<file path="src/rtl/udma_eth_pkg.sv">
// Shared types for the Ethernet TX descriptor scheduler: FSM states, descriptor
// layout and the frame-length limit.
package udma_eth_pkg;

  localparam int ETH_MAX_LEN = 1518;
  localparam int ETH_LEN_W   = 11;
  localparam int ETH_ADDR_W  = 32;

  typedef enum logic [1:0] {
    ST_IDLE,
    ST_LAUNCH,
    ST_STREAM,
    ST_DONE
  } eth_tx_state_e;

  typedef struct packed {
    logic [ETH_ADDR_W-1:0] addr;
    logic [ETH_LEN_W-1:0]  len;
  } eth_desc_t;

  function automatic logic len_ok(input logic [ETH_LEN_W-1:0] len, input int max_len);
    return (len != '0) && (32'(len) <= 32'(max_len));
  endfunction

endpackage

</file>
<file path="src/rtl/udma_eth_desc_fifo.sv">
// Synchronous descriptor FIFO with flush; push is ignored when full and pop
// when empty, so callers may drive them unconditionally.
module udma_eth_desc_fifo
  import udma_eth_pkg::*;
#(
  parameter int DEPTH = 4
) (
  input  logic                         clk_i,
  input  logic                         rst_i,
  input  logic                         flush_i,
  input  logic                         push_i,
  input  eth_desc_t                    data_i,
  input  logic                         pop_i,
  output eth_desc_t                    data_o,
  output logic [$clog2(DEPTH+1)-1:0]   level_o,
  output logic                         full_o,
  output logic                         empty_o
);

  localparam int LVL_W = $clog2(DEPTH + 1);
  localparam int PTR_W = (DEPTH > 1) ? $clog2(DEPTH) : 1;

  eth_desc_t        mem_q [DEPTH];
  logic [PTR_W-1:0] wr_ptr_q, rd_ptr_q;
  logic [LVL_W-1:0] level_q;
  logic             push_ok, pop_ok;

  function automatic logic [PTR_W-1:0] ptr_inc(input logic [PTR_W-1:0] p);
    return (p == PTR_W'(DEPTH - 1)) ? '0 : p + 1'b1;
  endfunction

  assign full_o  = (level_q == LVL_W'(DEPTH));
  assign empty_o = (level_q == '0);
  assign push_ok = push_i && !full_o;
  assign pop_ok  = pop_i && !empty_o;
  assign data_o  = mem_q[rd_ptr_q];
  assign level_o = level_q;

  always_ff @(posedge clk_i) begin
    if (rst_i || flush_i) begin
      wr_ptr_q <= '0;
      rd_ptr_q <= '0;
      level_q  <= '0;
    end else begin
      if (push_ok) wr_ptr_q <= ptr_inc(wr_ptr_q);
      if (pop_ok)  rd_ptr_q <= ptr_inc(rd_ptr_q);
      level_q <= level_q + LVL_W'(push_ok) - LVL_W'(pop_ok);
    end
  end

  always_ff @(posedge clk_i) begin
    if (push_ok && !rst_i && !flush_i) mem_q[wr_ptr_q] <= data_i;
  end

endmodule

</file>
<file path="src/rtl/udma_eth_tx_scheduler.sv">
// Queues TX frame descriptors, launches one uDMA transfer per frame and
// forwards the returned byte stream to the MAC with tlast on the final byte.
module udma_eth_tx_scheduler
  import udma_eth_pkg::*;
#(
  parameter int L2_AWIDTH_NOAL = 12,
  parameter int TRANS_SIZE     = 16,
  parameter int QUEUE_DEPTH    = 4,
  parameter int MAX_LEN        = ETH_MAX_LEN
) (
  input  logic                      sys_clk_i,
  input  logic                      sys_rst_i,
  input  logic [L2_AWIDTH_NOAL-1:0] reg_tx_startaddr_i,
  input  logic [10:0]               reg_tx_len_i,
  input  logic                      reg_tx_push_i,
  input  logic                      reg_tx_clr_i,
  output logic [2:0]                reg_tx_level_o,
  output logic                      reg_tx_full_o,
  output logic                      reg_tx_busy_o,
  output logic [L2_AWIDTH_NOAL-1:0] cfg_tx_startaddr_o,
  output logic [TRANS_SIZE-1:0]     cfg_tx_size_o,
  output logic [1:0]                cfg_tx_datasize_o,
  output logic                      cfg_tx_en_o,
  output logic                      cfg_tx_clr_o,
  input  logic                      cfg_tx_pending_i,
  input  logic [7:0]                tx_data_i,
  input  logic                      tx_valid_i,
  output logic                      tx_ready_o,
  output logic [7:0]                m_axis_tdata_o,
  output logic                      m_axis_tvalid_o,
  output logic                      m_axis_tlast_o,
  input  logic                      m_axis_tready_i,
  output logic                      eth_tx_event_o,
  output logic                      eth_error_event_o
);

  eth_tx_state_e             state_q;
  logic [10:0]               cnt_q, cur_len_q;
  logic [L2_AWIDTH_NOAL-1:0] cfg_addr_q;
  logic [TRANS_SIZE-1:0]     cfg_size_q;
  logic                      cfg_en_q, cfg_clr_q, evt_q, err_q;

  eth_desc_t                      desc_in, head;
  logic [$clog2(QUEUE_DEPTH+1)-1:0] fifo_level;
  logic fifo_full, fifo_empty, push_acc, push_bad, pop, stream, beat, last;
  logic head_addr_unused;

  assign desc_in  = '{addr: ETH_ADDR_W'(reg_tx_startaddr_i), len: reg_tx_len_i};
  // A clear swallows any same-cycle push silently; otherwise bad pushes raise an error.
  assign push_acc = reg_tx_push_i && !reg_tx_clr_i && len_ok(reg_tx_len_i, MAX_LEN) && !fifo_full;
  assign push_bad = reg_tx_push_i && !reg_tx_clr_i && !(len_ok(reg_tx_len_i, MAX_LEN) && !fifo_full);
  assign pop      = (state_q == ST_IDLE) && !fifo_empty && !cfg_tx_pending_i && !reg_tx_clr_i;

  udma_eth_desc_fifo #(.DEPTH(QUEUE_DEPTH)) u_desc_fifo (
    .clk_i   (sys_clk_i),
    .rst_i   (sys_rst_i),
    .flush_i (reg_tx_clr_i),
    .push_i  (push_acc),
    .data_i  (desc_in),
    .pop_i   (pop),
    .data_o  (head),
    .level_o (fifo_level),
    .full_o  (fifo_full),
    .empty_o (fifo_empty)
  );

  assign head_addr_unused = ^head.addr;

  // Valid/ready: a byte moves only in STREAM, on a cycle where tx_valid_i and
  // m_axis_tready_i are both high; tx_ready_o mirrors tready so both sides agree.
  assign stream          = (state_q == ST_STREAM);
  assign beat            = stream && tx_valid_i && m_axis_tready_i;
  assign last            = stream && (cnt_q == cur_len_q - 11'd1);
  assign m_axis_tdata_o  = stream ? tx_data_i : '0;
  assign m_axis_tvalid_o = stream && tx_valid_i;
  assign tx_ready_o      = stream && m_axis_tready_i;
  assign m_axis_tlast_o  = last;

  assign reg_tx_level_o     = 3'(fifo_level);
  assign reg_tx_full_o      = fifo_full;
  assign reg_tx_busy_o      = (state_q != ST_IDLE);
  assign cfg_tx_startaddr_o = cfg_addr_q;
  assign cfg_tx_size_o      = cfg_size_q;
  assign cfg_tx_datasize_o  = 2'b00;
  assign cfg_tx_en_o        = cfg_en_q;
  assign cfg_tx_clr_o       = cfg_clr_q;
  assign eth_tx_event_o     = evt_q;
  assign eth_error_event_o  = err_q;

  always_ff @(posedge sys_clk_i) begin
    if (sys_rst_i) begin
      state_q    <= ST_IDLE;
      cnt_q      <= '0;
      cur_len_q  <= '0;
      cfg_addr_q <= '0;
      cfg_size_q <= '0;
      cfg_en_q   <= 1'b0;
      cfg_clr_q  <= 1'b0;
      evt_q      <= 1'b0;
      err_q      <= 1'b0;
    end else begin
      cfg_en_q  <= 1'b0;
      evt_q     <= 1'b0;
      cfg_clr_q <= reg_tx_clr_i;
      err_q     <= push_bad ||
                   (reg_tx_clr_i && (state_q == ST_LAUNCH || state_q == ST_STREAM));
      if (reg_tx_clr_i) begin
        state_q <= ST_IDLE;
        cnt_q   <= '0;
      end else begin
        case (state_q)
          ST_IDLE: if (pop) begin
            cfg_addr_q <= head.addr[L2_AWIDTH_NOAL-1:0];
            cfg_size_q <= TRANS_SIZE'(head.len);
            cur_len_q  <= head.len;
            cfg_en_q   <= 1'b1;
            state_q    <= ST_LAUNCH;
          end
          ST_LAUNCH: begin
            cnt_q   <= '0;
            state_q <= ST_STREAM;
          end
          ST_STREAM: if (beat) begin
            cnt_q <= cnt_q + 11'd1;
            if (last) begin
              evt_q   <= 1'b1;
              state_q <= ST_DONE;
            end
          end
          default: state_q <= ST_IDLE;
        endcase
      end
    end
  end

endmodule

</file>
<file path="config.mk">
export PLATFORM = sky130hd
export DESIGN_NAME = udma_eth_tx_scheduler
export DESIGN_NICKNAME = d
export VERILOG_FILES = /design/src/rtl/udma_eth_pkg.sv /design/src/rtl/udma_eth_desc_fifo.sv /design/src/rtl/udma_eth_tx_scheduler.sv
export SDC_FILE = /design/constraint.sdc
export NUM_CORES = 1
export LEC_CHECK = 0
export ABC_AREA = 1
export CORE_MARGIN = 4
export CORE_UTILIZATION = 30
export CTS_CLUSTER_DIAMETER = 50
export DETAILED_ROUTE_END_ITERATION = 12
export PLACE_DENSITY = 0.45
export SYNTH_ARGS = -nofsm -noshare
export SYNTH_HDL_FRONTEND = slang
export SYNTH_SLANG_ARGS = --single-unit
</file>
<file path="constraint.sdc">
create_clock -name sys_clk_i -period 4.6 [get_ports sys_clk_i]
set_input_delay 0.69 -clock sys_clk_i [delete_from_list [all_inputs] [get_ports sys_clk_i]]
set_output_delay 0.69 -clock sys_clk_i [all_outputs]
set_load 0.01 [all_outputs]
</file>
==> qor.csv <==
metric;value;unit
minimum hold slack;0.527;ns
startpoint types;flip-flop;
post-synthesis instance total;629;
area of combinational cells with multiple inputs;2020;µm²
final period utilization;0.734;
final number of hold-violating endpoints;0;
number of buffer and inverter stages on the critical path;3;
endpoint kind of the worst setup timing path;output pin;
drt pass-1 iters;4;
area of the placeable core;19700;µm²
Std-Cell Rows;51;
number of max-slew violations in the final report;0;
leading cell type in the layout, fill and taps excluded;sky130_fd_sc_hd__nor2_1;
clock network latency to the later pin of the worst-skew pair;0.42;ns
reported leakage power;2.93;nW
number of hold-repair buffers added at the cts stage;0;
number of H-tree levels;4;
largest net degree at the start of global routing;50;
peak per-stage delay on the critical path;0.55;ns
flop-to-flop setup slack;2.11;ns
root buffer cell;sky130_fd_sc_hd__clkbuf_16;
most frequent cell on the critical path;sky130_fd_sc_hd__nor2_1;
transition time at the pin with the least slew margin;1.03;ns
cell depth of the worst flop-to-flop path;4;
clock period minus final worst setup slack;3.38;ns
area leader, netlist;sky130_fd_sc_hd__edfxtp_1;
Max-Slew Margin vs Limit;0.311;
GRT Overall Usage;0.139;
Seq/Total Area, Yosys;0.612;
Die Y;150;µm
switching portion of total power;0.236;
GR Overflow Total;0;
clk sink count;139;
post-layout net count;763;
antenna violations before repair;0;
Worst Hold Class;flip-flop to flip-flop;
number of buffers created by CTS;17;
# fillers;1982;
total wirelength of the detailed-routed design;15300;µm
I/O pin count;88;
fraction of layout cells with a size suffix above 1;0.0745;
DR WL/cell;15.4;µm
family with the most delay on the worst path;simple AND/OR/NAND/NOR gates;
result of the run;finished, final reports clean;
crit path max-delay cell type;sky130_fd_sc_hd__clkdlybuf4s50_1;
portion of total power attributed to sequential cells;0.448;
path type of the worst setup path;flip-flop to output pin;
Mapped Area;6050;µm²
cells along the critical path;inv_1 > ha_1 > inv_1 > nand2_1 > nand2_1 > nor2_1 > nand3_1 > nor2_1 > and3_1 > nand3_1 > nor2_1 > clkdlybuf4s50_1;
largest cells by area after synthesis;sky130_fd_sc_hd__edfxtp_1 (46%), sky130_fd_sc_hd__dfxtp_1 (16%), sky130_fd_sc_hd__nor2_1 (8.2%);
largest buffer count on any clock path;2;
total internal power;0.00231;W
most frequent cells in the layout;sky130_fd_sc_hd__nor2_1 (128), sky130_fd_sc_hd__edfxtp_1 (92), sky130_fd_sc_hd__clkdlybuf4s50_1 (80);
startpoint of the tightest hold check path;cnt_q[0];
via density per instance;4.63;
number of buffers inserted by post-CTS setup repair;0;
Antenna Violating Nets Remaining;0;
max-cap violation count;0;
portion of total power attributed to the clock network;0.492;
reported net switching power;0.000715;W
DRC Markers;0;
crit path DAT;2.69;ns
area share of the largest cell type after synthesis;0.457;
worst slack at placement;1.14;ns
ANT cells;0;
RSZ-0062 raised after global routing;false;
effective utilization at floorplan;0.308;
detailed placement HPWL;10100;µm
clock tree from TritonCTS;yes;
combinational power share;0.060;
Setup Viol. Count Final;0;
Die Outline Area;22500;µm²
Hold Path Depth;1;
count of warnings emitted by yosys;0;
average cell area after synthesis;9.61;µm²
footprint of the flip-flops and latches;3700;µm²
port buffer count;80;
area overhead of the layout relative to synthesis;28.7;%
number of design-rule violations left by the first detailed-router iteration;221;
maximum vdd ir drop;0.246;mV
launch point of the worst reg-to-reg path;u_desc_fifo.rd_ptr_q[1];
global-route wire length before repair;24100;µm
gp weighted congestion;0.827;
Cell Pwr Density;389;nW/µm²
post-route clock skew;0.0140;ns
cts repair resizes;0;
worst hold path endpoint;cnt_q[0];
post-synthesis register bit count;139;
highest clock frequency the design can meet;296;MHz
count of unique library cells instantiated by Yosys;36;
vias in the first global route;4547;
setup slack after layout;1.22;ns
endpoint of the most critical register-to-register path;cur_len_q[3];
Req. time, crit path;3.91;ns
total negative setup slack;0;ns
clock slew at the register clock pins of the worst setup and hold paths;0.07;ns
die width;150;µm
overall via count from detail_route;4587;
largest fanout on the critical path;5;
## registers in the layout, summed over array words and instances (netlist names)
register and count:
cfg_tx_clr_o 1, cfg_tx_en_o 1, cfg_tx_startaddr_o 12, cnt_q 11, cur_len_q 11, eth_error_event_o 1
eth_tx_event_o 1, state_q 2, u_desc_fifo.level_o 3, u_desc_fifo.mem_q 92, u_desc_fifo.rd_ptr_q 2, u_desc_fifo.wr_ptr_q 2
## logic make-up after synthesis
group,synth area share
adders and majority gates,0.0281
DFF,0.612
other,0.000620
buffers and inverters,0.0596
AOI/OAI and AO/OA,0.109
xor gates and xnor gates,0.00724
and+or+nand+nor,0.183
## metal layers
layer,part of all wire,global-route usage
met5,0,0
met4,0.010,0.0375
met3,0.062,0.0369
met2,0.45,0.225
met1,0.47,0.185
## power by group through the flow
stage	Sequential, W	Clock [W]	Combinational, W
global placement	0.00138	0	0.000182
detailed placement	0.00138	0	0.000183
floorplan	0.00138	0	0.0000912
global route	0.00136	0.00157	0.000204
CTS	0.00136	0.00152	0.000184
finish	0.00136	0.00149	0.000181
## Yosys cell counts (all sizes together)
| master | instances |
|---|---|
| a211oi | 1 |
| a21oi | 16 |
| a22oi | 1 |
| a31oi | 24 |
| and3 | 3 |
| buf | 15 |
| clkbuf | 14 |
| conb | 1 |
| dfxtp | 47 |
| edfxtp | 92 |
| fa | 1 |
| ha | 12 |
| inv | 59 |
| nand2 | 81 |
| nand3 | 22 |
| nand3b | 3 |
| nand4 | 1 |
| nor2 | 134 |
| nor2b | 1 |
| nor3 | 7 |
| nor3b | 1 |
| nor4 | 4 |
| o21ai | 81 |
| o21bai | 1 |
| or2 | 2 |
| xnor2 | 2 |
| xor2 | 3 |
## worst max path at each step
stage                         start                 endpoint  slack (ns)  cells after the start
finish                 cur_len_q[0]           m_axis_tlast_o        1.22                     12
global route           cur_len_q[0]           m_axis_tlast_o        0.94                     11
CTS                    cur_len_q[0]           m_axis_tlast_o        1.17                     12
detailed placement  reg_tx_len_i[3]   u_desc_fifo.level_o[2]        1.14                     12
global placement    reg_tx_len_i[3]   u_desc_fifo.level_o[2]        1.18                     12
floorplan           reg_tx_len_i[3]  u_desc_fifo.mem_q[3][0]        1.69                      8
## area by class of cell
class                      instances  share of cell area
multi-input combinational        408               0.260
clock inverter                    15              0.0288
sequential                       139               0.476
timing repair buffer              87               0.110
clock buffer                      17              0.0547
inverter                          59              0.0285
tap                              265              0.0426
## stage by stage
| step | utilization | cells | power (W) | area, µm² |
|---|---|---|---|---|
| 2_1_floorplan | - | 635 | 0.00148 | 6070 |
| 3_5_place_dp | 0.363 | 958 | 0.00157 | 7130 |
| 4_1_cts | 0.396 | 990 | 0.00306 | 7780 |
| 3_3_place_gp | 0.363 | 958 | 0.00156 | 7130 |
| 5_1_grt | 0.396 | 990 | 0.00313 | 7780 |
| 6_report | 0.396 | 990 | 0.00302 | 7780 |
Note: power is estimated with default switching activity, not from simulation.
